<file path="config.mk">
export PLATFORM = sky130hd
export DESIGN_NAME = sram189_ctrl_flat
export DESIGN_NICKNAME = d
export VERILOG_FILES = /design/src/rtl/sram189_if.sv /design/src/rtl/sram189_ctrl.sv /design/src/flat_wrapper.sv
export SDC_FILE = /design/constraint.sdc
export NUM_CORES = 1
export LEC_CHECK = 0
export ABC_CLOCK_PERIOD_IN_PS = 2000
export CAP_MARGIN = 20
export CORE_ASPECT_RATIO = 0.5
export CORE_UTILIZATION = 40
export DETAILED_ROUTE_END_ITERATION = 12
export PLACE_DENSITY_LB_ADDON = 0.2
export SETUP_SLACK_MARGIN = 0.2
export SLEW_MARGIN = 20
export SYNTH_ARGS = -nofsm -noshare
export SYNTH_HDL_FRONTEND = slang
export SYNTH_SLANG_ARGS = --single-unit
</file>
<file path="constraint.sdc">
create_clock -name clk -period 2 [get_ports clk]
set_clock_uncertainty 0.2 [all_clocks]
set_input_delay 0.5 -clock clk [delete_from_list [all_inputs] [get_ports clk]]
set_output_delay 0.5 -clock clk [all_outputs]
set_load 0.02 [all_outputs]
</file>
<file path="src/rtl/sram189_if.sv">
// Requester-side bus for the SN74x189 sequencer: two independent
// valid/ready request channels, each with a one-cycle response pulse.
interface sram189_if;
  // Port 0
  logic       req0_valid;
  logic       req0_ready;
  logic       req0_we;
  logic [3:0] req0_addr;
  logic [3:0] req0_wdata;
  logic       rsp0_valid;
  logic [3:0] rsp0_rdata;
  // Port 1
  logic       req1_valid;
  logic       req1_ready;
  logic       req1_we;
  logic [3:0] req1_addr;
  logic [3:0] req1_wdata;
  logic       rsp1_valid;
  logic [3:0] rsp1_rdata;

  // Requester view
  modport master (
    output req0_valid, req0_we, req0_addr, req0_wdata,
    input  req0_ready, rsp0_valid, rsp0_rdata,
    output req1_valid, req1_we, req1_addr, req1_wdata,
    input  req1_ready, rsp1_valid, rsp1_rdata
  );

  // Controller view
  modport slave (
    input  req0_valid, req0_we, req0_addr, req0_wdata,
    output req0_ready, rsp0_valid, rsp0_rdata,
    input  req1_valid, req1_we, req1_addr, req1_wdata,
    output req1_ready, rsp1_valid, rsp1_rdata
  );
endinterface

</file>
<file path="src/rtl/sram189_ctrl.sv">
// Sequencer and two-port arbiter for one SN74x189 16x4 asynchronous RAM.
// Every RAM pin and every response signal is a flop output, so the
// asynchronous part never sees decode glitches. Writes bracket the we_
// strobe with one setup cycle and one hold cycle of stable a/d; reads
// wait RD_WAIT cycles with a stable address and un-invert o_.
module sram189_ctrl #(
  parameter int unsigned WE_CYCLES = 1,
  parameter int unsigned RD_WAIT   = 1,
  parameter bit          FIXED_PRI = 1'b0
) (
  input  logic       clk,
  input  logic       rst,
  sram189_if.slave   bus,
  output logic [3:0] ram_a,
  output logic [3:0] ram_d,
  output logic       ram_cs_,
  output logic       ram_we_,
  input  logic [3:0] ram_o_,
  output logic       busy
);

  localparam int unsigned CNT_MAX = (WE_CYCLES > RD_WAIT) ? WE_CYCLES : RD_WAIT;
  localparam int unsigned CW      = (CNT_MAX > 1) ? $clog2(CNT_MAX) : 1;

  typedef enum logic [2:0] {
    IDLE,
    SETUP,
    STROBE,
    HOLD,
    RSAMPLE
  } state_t;

  state_t        state_q;
  logic [CW-1:0] cnt_q;
  logic          op_we_q;
  logic          owner_q;
  logic          last_q;     // 1: port 1 was served most recently
  logic          cs_q;
  logic          we_q;
  logic [3:0]    a_q;
  logic [3:0]    d_q;
  logic          rv0_q;
  logic          rv1_q;
  logic [3:0]    rd0_q;
  logic [3:0]    rd1_q;

  logic          idle;
  logic          gnt1;
  logic          ready0;
  logic          ready1;
  logic          accept;
  logic          op_we_d;
  logic [3:0]    a_d;
  logic [3:0]    d_d;

  assign idle = (state_q == IDLE);

  // Arbitration: a lone requester always wins; on contention either
  // port 0 wins outright or the port not served last wins.
  always_comb begin
    gnt1 = 1'b0;
    if (bus.req0_valid && bus.req1_valid) begin
      gnt1 = FIXED_PRI ? 1'b0 : ~last_q;
    end else begin
      gnt1 = bus.req1_valid;
    end
  end

  assign ready0 = idle & ~rst & bus.req0_valid & ~gnt1;
  assign ready1 = idle & ~rst & bus.req1_valid &  gnt1;
  assign accept = ready0 | ready1;

  // Payload of the granted port, latched on acceptance
  always_comb begin
    op_we_d = bus.req0_we;
    a_d     = bus.req0_addr;
    d_d     = bus.req0_wdata;
    if (gnt1) begin
      op_we_d = bus.req1_we;
      a_d     = bus.req1_addr;
      d_d     = bus.req1_wdata;
    end
  end

  // Operation sequencer; RAM strobes and responses are registered here
  always_ff @(posedge clk) begin
    if (rst) begin
      state_q <= IDLE;
      cnt_q   <= '0;
      op_we_q <= 1'b0;
      owner_q <= 1'b0;
      last_q  <= 1'b1;
      cs_q    <= 1'b1;
      we_q    <= 1'b1;
      a_q     <= '0;
      d_q     <= '0;
      rv0_q   <= 1'b0;
      rv1_q   <= 1'b0;
      rd0_q   <= '0;
      rd1_q   <= '0;
    end else begin
      rv0_q <= 1'b0;
      rv1_q <= 1'b0;
      case (state_q)
        IDLE: begin
          if (accept) begin
            op_we_q <= op_we_d;
            owner_q <= gnt1;
            last_q  <= gnt1;
            a_q     <= a_d;
            d_q     <= d_d;
            cs_q    <= 1'b0;
            we_q    <= 1'b1;
            state_q <= SETUP;
          end
        end
        SETUP: begin
          if (op_we_q) begin
            we_q    <= 1'b0;
            cnt_q   <= CW'(WE_CYCLES - 1);
            state_q <= STROBE;
          end else begin
            cnt_q   <= CW'(RD_WAIT - 1);
            state_q <= RSAMPLE;
          end
        end
        STROBE: begin
          if (cnt_q == '0) begin
            we_q    <= 1'b1;
            state_q <= HOLD;
          end else begin
            cnt_q <= cnt_q - 1'b1;
          end
        end
        HOLD: begin
          cs_q    <= 1'b1;
          state_q <= IDLE;
          if (owner_q) begin
            rv1_q <= 1'b1;
            rd1_q <= '0;
          end else begin
            rv0_q <= 1'b1;
            rd0_q <= '0;
          end
        end
        RSAMPLE: begin
          if (cnt_q == '0) begin
            cs_q    <= 1'b1;
            state_q <= IDLE;
            if (owner_q) begin
              rv1_q <= 1'b1;
              rd1_q <= ~ram_o_;
            end else begin
              rv0_q <= 1'b1;
              rd0_q <= ~ram_o_;
            end
          end else begin
            cnt_q <= cnt_q - 1'b1;
          end
        end
        default: begin
          cs_q    <= 1'b1;
          we_q    <= 1'b1;
          state_q <= IDLE;
        end
      endcase
    end
  end

  assign bus.req0_ready = ready0;
  assign bus.req1_ready = ready1;
  assign bus.rsp0_valid = rv0_q;
  assign bus.rsp0_rdata = rd0_q;
  assign bus.rsp1_valid = rv1_q;
  assign bus.rsp1_rdata = rd1_q;

  assign ram_a   = a_q;
  assign ram_d   = d_q;
  assign ram_cs_ = cs_q;
  assign ram_we_ = we_q;
  assign busy    = ~idle;

endmodule
</file>
<file path="src/flat_wrapper.sv">
// flat-port wrapper written by rule: the top's interface ports become plain ports
module sram189_ctrl_flat 
#(
  parameter int unsigned WE_CYCLES = 1,
  parameter int unsigned RD_WAIT   = 1,
  parameter bit          FIXED_PRI = 1'b0
)
  (clk, rst, ram_a, ram_d, ram_cs_, ram_we_, ram_o_, busy, bus_req0_valid, bus_req0_we, bus_req0_addr, bus_req0_wdata, bus_req0_ready, bus_rsp0_valid, bus_rsp0_rdata, bus_req1_valid, bus_req1_we, bus_req1_addr, bus_req1_wdata, bus_req1_ready, bus_rsp1_valid, bus_rsp1_rdata);
  sram189_if bus_i ();
  input  logic clk;
  input  logic rst;
  output logic [3:0] ram_a;
  output logic [3:0] ram_d;
  output logic ram_cs_;
  output logic ram_we_;
  input  logic [3:0] ram_o_;
  output logic busy;
  input wire logic [$bits(bus_i.req0_valid)-1:0] bus_req0_valid;
  input wire logic [$bits(bus_i.req0_we)-1:0] bus_req0_we;
  input wire logic [$bits(bus_i.req0_addr)-1:0] bus_req0_addr;
  input wire logic [$bits(bus_i.req0_wdata)-1:0] bus_req0_wdata;
  output wire logic [$bits(bus_i.req0_ready)-1:0] bus_req0_ready;
  output wire logic [$bits(bus_i.rsp0_valid)-1:0] bus_rsp0_valid;
  output wire logic [$bits(bus_i.rsp0_rdata)-1:0] bus_rsp0_rdata;
  input wire logic [$bits(bus_i.req1_valid)-1:0] bus_req1_valid;
  input wire logic [$bits(bus_i.req1_we)-1:0] bus_req1_we;
  input wire logic [$bits(bus_i.req1_addr)-1:0] bus_req1_addr;
  input wire logic [$bits(bus_i.req1_wdata)-1:0] bus_req1_wdata;
  output wire logic [$bits(bus_i.req1_ready)-1:0] bus_req1_ready;
  output wire logic [$bits(bus_i.rsp1_valid)-1:0] bus_rsp1_valid;
  output wire logic [$bits(bus_i.rsp1_rdata)-1:0] bus_rsp1_rdata;
  assign bus_i.req0_valid = bus_req0_valid;
  assign bus_i.req0_we = bus_req0_we;
  assign bus_i.req0_addr = bus_req0_addr;
  assign bus_i.req0_wdata = bus_req0_wdata;
  assign bus_req0_ready = bus_i.req0_ready;
  assign bus_rsp0_valid = bus_i.rsp0_valid;
  assign bus_rsp0_rdata = bus_i.rsp0_rdata;
  assign bus_i.req1_valid = bus_req1_valid;
  assign bus_i.req1_we = bus_req1_we;
  assign bus_i.req1_addr = bus_req1_addr;
  assign bus_i.req1_wdata = bus_req1_wdata;
  assign bus_req1_ready = bus_i.req1_ready;
  assign bus_rsp1_valid = bus_i.rsp1_valid;
  assign bus_rsp1_rdata = bus_i.rsp1_rdata;
  sram189_ctrl #(.WE_CYCLES(WE_CYCLES), .RD_WAIT(RD_WAIT), .FIXED_PRI(FIXED_PRI)) u_core (.clk(clk), .rst(rst), .bus(bus_i), .ram_a(ram_a), .ram_d(ram_d), .ram_cs_(ram_cs_), .ram_we_(ram_we_), .ram_o_(ram_o_), .busy(busy));
endmodule
</file>
==> results of run 1 <==
==> power breakdown <==
part | internal, mW | leakage [nW] | switching [mW] | total (mW)
Clock | 0.268 | 0.0357 | 0.171 | 0.439
Sequential | 0.555 | 0.214 | 0.0235 | 0.579
Combinational | 0.184 | 0.518 | 0.174 | 0.358
==> kinds of logic after synthesis <==
group,Yosys count
compound gates,47
buf+inv,19
flops,26
mux,1
simple gates,27
==> repair_timing <==
| item | 4_1_cts | 5_1_grt |
|---|---|---|
| endpoints found under the setup margin | 37 | 3 |
| pin swaps | 3 | 2 |
| hold buffers | 0 | 0 |
| buffers inserted | 3 | 2 |
| hold endpoints to repair | 0 | 0 |
| gates resized for setup | 53 | 2 |
==> cells in the final DEF (no fill, tap or decap), types with 4 or more instances in the layout <==
cell	n
clkdlybuf4s50_1	22
buf_4	17
a211oi_1	9
buf_6	4
dlygate4sd2_1	22
o2bb2ai_1	4
a21oi_1	12
o32ai_1	9
dfxtp_1	24
inv_1	7
nor2_1	6
o22ai_1	4
==> metal layers <==
layer	track usage [%]	up-vias	part of all wire [%]	wire length [um]
met3	6.744	2	6.7	196
met2	35.40	37	48	1408
met1	25.00	523	45	1310
met4	4.717	0	0.27	8
met5	0	-	0	0
li1	-	578	-	-
==> how the worst min path moves through the flow <==
stage | slack [ps] | to | depth (start not counted) | start
floorplan | 230 | u_core.state_q[2] | 1 | u_core.op_we_q
global placement | 240 | u_core.bus.rsp1_rdata[3] | 2 | u_core.bus.rsp1_rdata[3]
detailed placement | 240 | u_core.bus.rsp1_rdata[2] | 2 | u_core.bus.rsp1_rdata[2]
CTS | 250 | u_core.bus.rsp1_rdata[2] | 2 | u_core.bus.rsp1_rdata[2]
global route | 270 | u_core.bus.rsp1_rdata[2] | 2 | u_core.bus.rsp1_rdata[2]
finish | 250 | u_core.bus.rsp1_rdata[2] | 2 | u_core.bus.rsp1_rdata[2]
==> per-stage QoR <==
| step | setup slack, ps | power, mW |
|---|---|---|
| final | -71.53 | 1.376 |
| after global routing | -112.8 | 1.443 |
| after CTS | -98.35 | 1.372 |
| after detailed placement | -834.0 | 0.9427 |
| after global placement | -812.6 | 0.9367 |
| after floorplan | 221.7 | 0.7759 |
==> state kept, by name (all words and copies together) (netlist names) <==
name                   flops
u_core.state_q             3
u_core.owner_q             1
u_core.last_q              1
u_core.bus.rsp1_valid      1
u_core.op_we_q             1
u_core.bus.rsp1_rdata      4
u_core.ram_a               4
u_core.bus.rsp0_valid      1
u_core.ram_we_             1
u_core.bus.rsp0_rdata      4
u_core.ram_cs_             1
u_core.ram_d               4
==> critical path, cell delays in order <==
cell     delay (ps)
buf_2           120
nor4_4          340
nor3b_4         260
buf_6           140
==> cell type report <==
type,count,area [um2]
Fill cell,220,780.7
Timing Repair Buffer,67,605.6
Multi-Input combinational cell,75,573.1
Sequential cell,26,523.0
Tap cell,37,46.29
Clock buffer,3,41.29
Inverter,9,35.03
Clock inverter,1,30.03
==> impl_metrics.yaml, run 1 <==
critical_path:
  rr_startpoint: "u_core.state_q[1]"
  end_kind: "output pin"
  rrSetupSlack_ps: 290
  crit_required_ps: 1300
  timing.rr.end: "u_core.bus.rsp0_rdata[3]"
  crit_type: "in -> out"
  crit_path_start: "rst"
  cp.arrival_ps: 1370
  cp_max_fo: 3
  worst-r2r-cell-count: 6
  start_kind: "primary input"
  crit_end: "bus_req0_ready"
floorplanning:
  start_util_pct: 42.97
  die_y_um: 39.62
  core_um2: 2635
  rows: 13
  dieArea_um2: 3060
  pin_count: 49
  die_w_um: 77.25
final_layout:
  syn_to_final_growth_pct: 63.76
  final_cell_area_um2: 1854
  post-route-util_pct: 70.37
  antenna_cells: 0
  layout.cells.non_filler: 218
  nets: 208
  drive_above_1_share_pct: 23.76
drt:
  vias: 1140
  postRouteWirelength_um: 2923
  drtPass1Iterations: 4
  drc: 0
  wl_per_cell_um: 13.41
  via_per_inst: 5.229
  ant_nets: 0
  drt_first_iter_violations: 88
sta:
  max_freq_ghz: 0.4827
  drv_slew: 0
  rsz0062_at_grt: "yes"
  min_period_over_period_pct: 103.6
  tightestPinTransition_ps: 345.5
  fin_crit_ps: 2072
  finalHoldViolations: 0
  fin_tns_setup_ps: -140.4
  fin_ws_ps: -71.53
  hold_slack_ps: 250.6
  slew_headroom_pct: 76.64
  setup_violations: 2
placed_design:
  gp_congestion: 0.7477
  place_inst: 209
  numPortBuffers: 48
  dpl-instance-area_um2: 1740
  dpl.hpwl_um: 2078
clock_network:
  clk_latency_ps: 270
  cts_buffers: 3
  htree_num_levels: 1
  clockBufferDepth: 2
  cts_root_buf: "clkbuf_8"
  cts.sinks: 26
  cts_tree: "yes"
  path_clk_slew_ps: 90
power:
  powerDensity_nw_per_um2: 741.9
  cellLeakagePower_nw: 0.7672
  ir_drop_mv: 0.3726
logic_synthesis:
  synth.area.mux_share_pct: 0.9945
  ys.flop_type: "dfxtp_1"
  synth_fp_nets: 146
  synth_compound_area_share_pct: 31.05
  synth_commonest_cells: "dfxtp_1 (26), a21oi_1 (12), a211oi_1 (9), o32ai_1 (9)"
  ys_types: 32
  synthAdderAreaFrac_pct: 0
  synth_top_family_by_area: "compound AO/OA/AOI/OAI gates"
  yosysWarnings: 0
  synth_area_um2: 1132
  yosys.area.top_type: "dfxtp_1"
  synth_xor_area_share_pct: 0
  netlist.area_leader.share_pct: 45.97
  ys_ff_latch: 26
  synth_most_common_cell: "dfxtp_1"
  synthTopCellsByArea: "dfxtp_1 (46%), o32ai_1 (7.0%), a211oi_1 (6.0%)"
  ys_seq_area_share_pct: 45.97
  syn_avg_cell_area_um2: 9.436
  synth_edf_count: 0
  yosys.area_share.simple_pct: 14.48
  async_flop_share_pct: 0
  syn_inst: 120
global_route:
  grt_pass1_vias: 1029
  grt_max_degree: 22
  grt_overflow: 0
  grt_pass1_wl_um: 4685
  grt_usage_pct: 20.34
  antenna_found_initial: 0
outcome:
  violations: "setup timing"
  outcome: "finished, violations left"
worst_hold_path:
  hold_class: "reg -> reg"
job:
  max_cap_violations: 0
(Power assumes the default switching activity.)
==> run 2: changes to the inputs <==
- CORE_MARGIN: unset -> 5
==> run 2 against run 1 <==
  * Clock-buffer cell count unchanged
  * Cell count down 0.46%
  * Hold slack better by 0.76 ps
  * Register-to-register slack worse by 30 ps
  * Cell area up 2.1%
  * The run still ends with setup timing left
  * Setup slack better by 40 ps
  * Via count up 1.6%
  * Fmax up 2.0%
  * Utilization up 1.0 points
  * Highest routed layer unchanged
  * Critical endpoint unchanged
  * Largest cell class is now multi-input combinational cells
  * Global-route usage down 4.4 points
==> impl_metrics.yaml, run 2 (synthesis gave the netlist of run 1 again) <==
global_route:
  grt_max_degree: 22
  antenna_found_initial: 0
  top_usage_layer: "met2"
  use_met3_pct: 6.529
  grtUsageMet2_pct: 29.94
  grt_overflow: 0
  grt_pass1_vias: 1102
  met1_usage_pct: 16.41
  grt_pass1_wl_um: 4871
  grt_usage_pct: 15.94
outcome:
  violations: "setup timing"
  outcome: "finished, violations left"
critical_path:
  rrSetupSlack_ps: 260
  cp_max_fo: 2
  start_kind: "flop"
  cp.arrival_ps: 1330
  crit_type: "reg -> out"
  crit_required_ps: 1300
  end_kind: "output pin"
clock_network:
  cts_buffers: 3
  cts_root_buf: "clkbuf_8"
  htree_num_levels: 1
  clockBufferDepth: 2
  cts.sinks: 26
  cts_tree: "yes"
  clk_latency_ps: 270
  path_clk_slew_ps: 90
drt:
  wl_per_cell_um: 14.56
  ant_nets: 0
  drt_first_iter_violations: 59
  vias: 1158
  drtPass1Iterations: 4
  via_per_inst: 5.336
  drc: 0
  postRouteWirelength_um: 3159
final_layout:
  layout_commonest_cell: "dfxtp_1"
  post-route-util_pct: 71.40
  antenna_cells: 0
  multiInputGateArea_um2: 610.6
  nets: 207
  drive_above_1_share_pct: 26.11
  register_area_um2: 524.3
  syn_to_final_growth_pct: 67.18
  layout.cells.non_filler: 217
  final_cell_area_um2: 1893
  fillers: 223
  layout_common_cells: "dfxtp_1 (23), clkdlybuf4s50_1 (22), dlygate4sd2_1 (22)"
power:
  ir_drop_mv: 0.4937
  powerDensity_nw_per_um2: 731.6
  cellLeakagePower_nw: 0.7728
floorplanning:
  die_y_um: 47.62
  core_um2: 2651
  pin_count: 49
  dieArea_um2: 4059
  start_util_pct: 42.71
  rows: 13
  die_w_um: 85.25
sta:
  finalHoldViolations: 0
  tightestPinTransition_ps: 370.0
  setup_violations: 2
  max_freq_ghz: 0.4922
  drv_slew: 0
  slew_headroom_pct: 75.33
  rsz0062_at_grt: "yes"
  min_period_over_period_pct: 101.6
  fin_ws_ps: -31.64
  fin_crit_ps: 2032
placed_design:
  gp_congestion: 0.8180
  dpl-instance-area_um2: 1733
  place_inst: 208
  dpl.hpwl_um: 2146
  numPortBuffers: 48
worst_hold_path:
  hold_class: "reg -> reg"
job:
  max_cap_violations: 0
[run 2: cell count changes in the layout (fill, tap and decap cells not counted), moves of 2 or more]
cell | before | now
buf_4 | 17 | 14
nand2_1 | 3 | 1
nand2_2 | 0 | 2
buf_6 | 4 | 6
[run 2: stage by stage]
stage	setup WS, ps	hold slack [ps]	total power, mW	TNS, ps
floorplan	221.7	226.2	0.7759	0
global placement	-764.0	239.6	0.9361	-2843
detailed placement	-775.9	243.6	0.9390	-3279
CTS	-72.87	255.8	1.383	-124.0
global route	-97.04	284.8	1.456	-239.2
finish	-31.64	251.4	1.385	-61.24
[run 2: metal layers]
layer  routed length [um]  share of wire [%]
met1                 1359                 43
met4                   71                2.2
met3                  284                9.0
met5                    0                  0
met2                 1443                 46
[run 2: what timing repair did]
action	in CTS	in global routing
endpoints found under the setup margin	37	11
setup buffers	4	1
hold buffers	0	0
pin swaps	3	4
endpoints found under the hold margin	0	0
gates resized for setup	57	8
[run 2: final cells by class]
cell class / count / area share, %
clock inverters: 1 / 1.586
repair buffers: 66 / 31.99
well taps: 37 / 2.445
flip-flops and latches: 26 / 27.69
multi-input cells: 75 / 32.25
inverters: 9 / 1.851
clock buffers: 3 / 2.181
[run 2: final timing paths]
| kind | start | end | cells past startpoint |
|---|---|---|---|
| max | u_core.state_q[1] | bus_req0_ready | 3 |
| max reg2reg | u_core.state_q[1] | u_core.bus.rsp1_rdata[1] | 7 |
| min | u_core.bus.rsp1_rdata[3] | u_core.bus.rsp1_rdata[3] | 2 |
| min reg2reg | u_core.bus.rsp1_rdata[3] | u_core.bus.rsp1_rdata[3] | 2 |
[run 2: power by group]
group | total [mW] | internal (mW) | switching (mW) | leakage, nW
registers | 0.581 | 0.556 | 0.0248 | 0.214
logic | 0.363 | 0.185 | 0.177 | 0.523
clock network | 0.442 | 0.268 | 0.174 | 0.0357
[run 2: worst max-delay path, cell delays in order (launching register included)]
cell and delay, ps:
dfxtp_2 340, nor4_4 310, nor3b_4 260, buf_6 140
==> run 3: changes to the inputs <==
- ABC_CLOCK_PERIOD_IN_PS: 2000 -> 2300
- RECOVER_POWER: unset -> 50
- clock period: 2 -> 2.3 ns (I/O delays scaled with it)
==> run 3 against run 2 <==
  * The flow now finishes without violations
  * Die area did not move
  * First-iteration DRC count did not move
  * Flip-flop and latch count unchanged
  * Register-to-register slack better by 410 ps
==> impl_metrics.yaml, run 3 (synthesis gave the netlist of run 1 again) <==
outcome:
  outcome: "complete, no violations"
power:
  swShare_pct: 28.17
  p_total_mw: 1.113
  p_seq_share_pct: 45.3
  p_int_uw: 799.7
  p_clk_share_pct: 27.1
  cellLeakagePower_nw: 0.6527
  p_comb_share_pct: 27.6
  powerDensity_nw_per_um2: 619.2
  switchingPower_uw: 313.7
  ir_drop_mv: 0.3594
clock_network:
  cts_root_buf: "clkbuf_8"
  clk_latency_ps: 270
  clockBufferDepth: 2
  cts.sinks: 26
  cts_tree: "yes"
  hold_buffers: 0
  htree_num_levels: 1
  cts_buffers: 3
  path_clk_slew_ps: 90
sta:
  tightestPinTransition_ps: 581.1
  fin_ws_ps: 128.7
  drv_slew: 0
  slew_headroom_pct: 61.00
  fin_crit_ps: 2171
  min_period_over_period_pct: 94.40
  finalHoldViolations: 0
  rsz0062_at_grt: "yes"
  setup_violations: 0
  max_freq_ghz: 0.4606
critical_path:
  start_kind: "primary input"
  crit_path_start: "bus_req1_valid"
  rrSetupSlack_ps: 670
  end_kind: "output pin"
  worst-r2r-cell-count: 6
  cp.arrival_ps: 1400
  cp_max_fo: 3
  timing.rr.end: "u_core.last_q"
  crit_required_ps: 1520
  crit_type: "in -> out"
  rr_startpoint: "u_core.state_q[2]"
global_route:
  grt_overflow: 0
  grt_usage_pct: 15.38
  grt_max_degree: 22
  grt_pass1_wl_um: 4767
  antenna_found_initial: 0
  grt_pass1_vias: 1068
placed_design:
  place_ws_ps: -678.4
  numPortBuffers: 48
  gp_congestion: 0.7658
  dpl.hpwl_um: 2197
  place_inst: 209
final_layout:
  layout.cells.non_filler: 215
  fillers: 223
  layout_commonest_cell: "clkdlybuf4s50_1"
  layout_common_cells: "clkdlybuf4s50_1 (42), dfxtp_1 (24), buf_4 (15)"
  antenna_cells: 0
  post-route-util_pct: 67.82
  drive_above_1_share_pct: 19.66
  syn_to_final_growth_pct: 58.78
  nets: 205
drt:
  postRouteWirelength_um: 3029
  ant_nets: 0
  vias: 1143
  via_per_inst: 5.316
  drc: 0
  wl_per_cell_um: 14.09
  drtPass1Iterations: 4
  drt_first_iter_violations: 59
floorplanning:
  dieArea_um2: 4059
  pin_count: 49
  rows: 13
  die_y_um: 47.62
  die_w_um: 85.25
  core_um2: 2651
  start_util_pct: 42.71
worst_hold_path:
  hold_class: "reg -> reg"
  hold_depth: 2
  min_from: "u_core.bus.rsp1_rdata[2]"
  hold_path_end: "u_core.bus.rsp1_rdata[2]"
job:
  max_cap_violations: 0
==> run 3: cell count changes in the layout (fill, tap and decap cells not counted), sizes merged <==
cell and change:
clkdlybuf4s15 +1, clkdlybuf4s50 +20, buf -4, bufinv -1, clkbuf +2, dlygate4sd2 -20
==> run 3: worst max path at each step <==
stage	endpoint	slack, ps	depth (start not counted)
3_3_place_gp	bus_req1_ready	-680	6
6_report	bus_req0_ready	130	4
5_1_grt	bus_req0_ready	70	3
3_5_place_dp	bus_req1_ready	-680	6
2_1_floorplan	bus_req1_ready	200	4
4_1_cts	bus_req1_ready	130	5
==> run 3: routing by layer <==
metal	share of wire (%)	wire (um)	GRT usage (%)
met1	42	1277	15.85
met2	46	1383	29.32
met3	12	368	7.732
met4	0	0	3.785
met5	0	0	0
==> run 3: area by class of cell <==
cell class              count  area [um2]  share of cell area [%]
well taps                  37       46.29                   2.575
flip-flops and latches     26       523.0                   29.09
inverters                   9       35.03                   1.949
clock buffers               4       55.05                   3.062
repair buffers             64       599.3                   33.33
multi-input cells          75       539.3                   29.99
==> run 3: through the flow <==
step                cell area [um2]  hold WS [ps]  TNS [ps]
CTS                            1800         255.7         0
detailed placement             1718         242.2     -1342
floorplan                      1137         226.2         0
global route                   1798         281.9         0
global placement               1718         238.6     -1340
finish                         1798         253.6         0
==> run 3: power groups by stage <==
| stage | clock network (mW) | registers [mW] | logic, mW |
|---|---|---|---|
| 3_5_place_dp | 0 | 0.512 | 0.300 |
| 6_report | 0.301 | 0.505 | 0.307 |
| 2_1_floorplan | 0 | 0.537 | 0.129 |
| 3_3_place_gp | 0 | 0.511 | 0.298 |
| 5_1_grt | 0.327 | 0.508 | 0.332 |
| 4_1_cts | 0.308 | 0.503 | 0.307 |
==> run 3: critical path, cell delays in order <==
cell	delay, ps
dlygate4sd2_1	250
nor2b_2	160
nor3b_2	220
buf_4	180
==> run 3: timing repair <==
| action | in CTS | in global routing |
|---|---|---|
| buffers inserted | 1 | 1 |
| gates resized for setup | 27 | 4 |
| pin swaps | 3 | 1 |
| cloned | 0 | 0 |
| endpoints found under the setup margin | 3 | 3 |
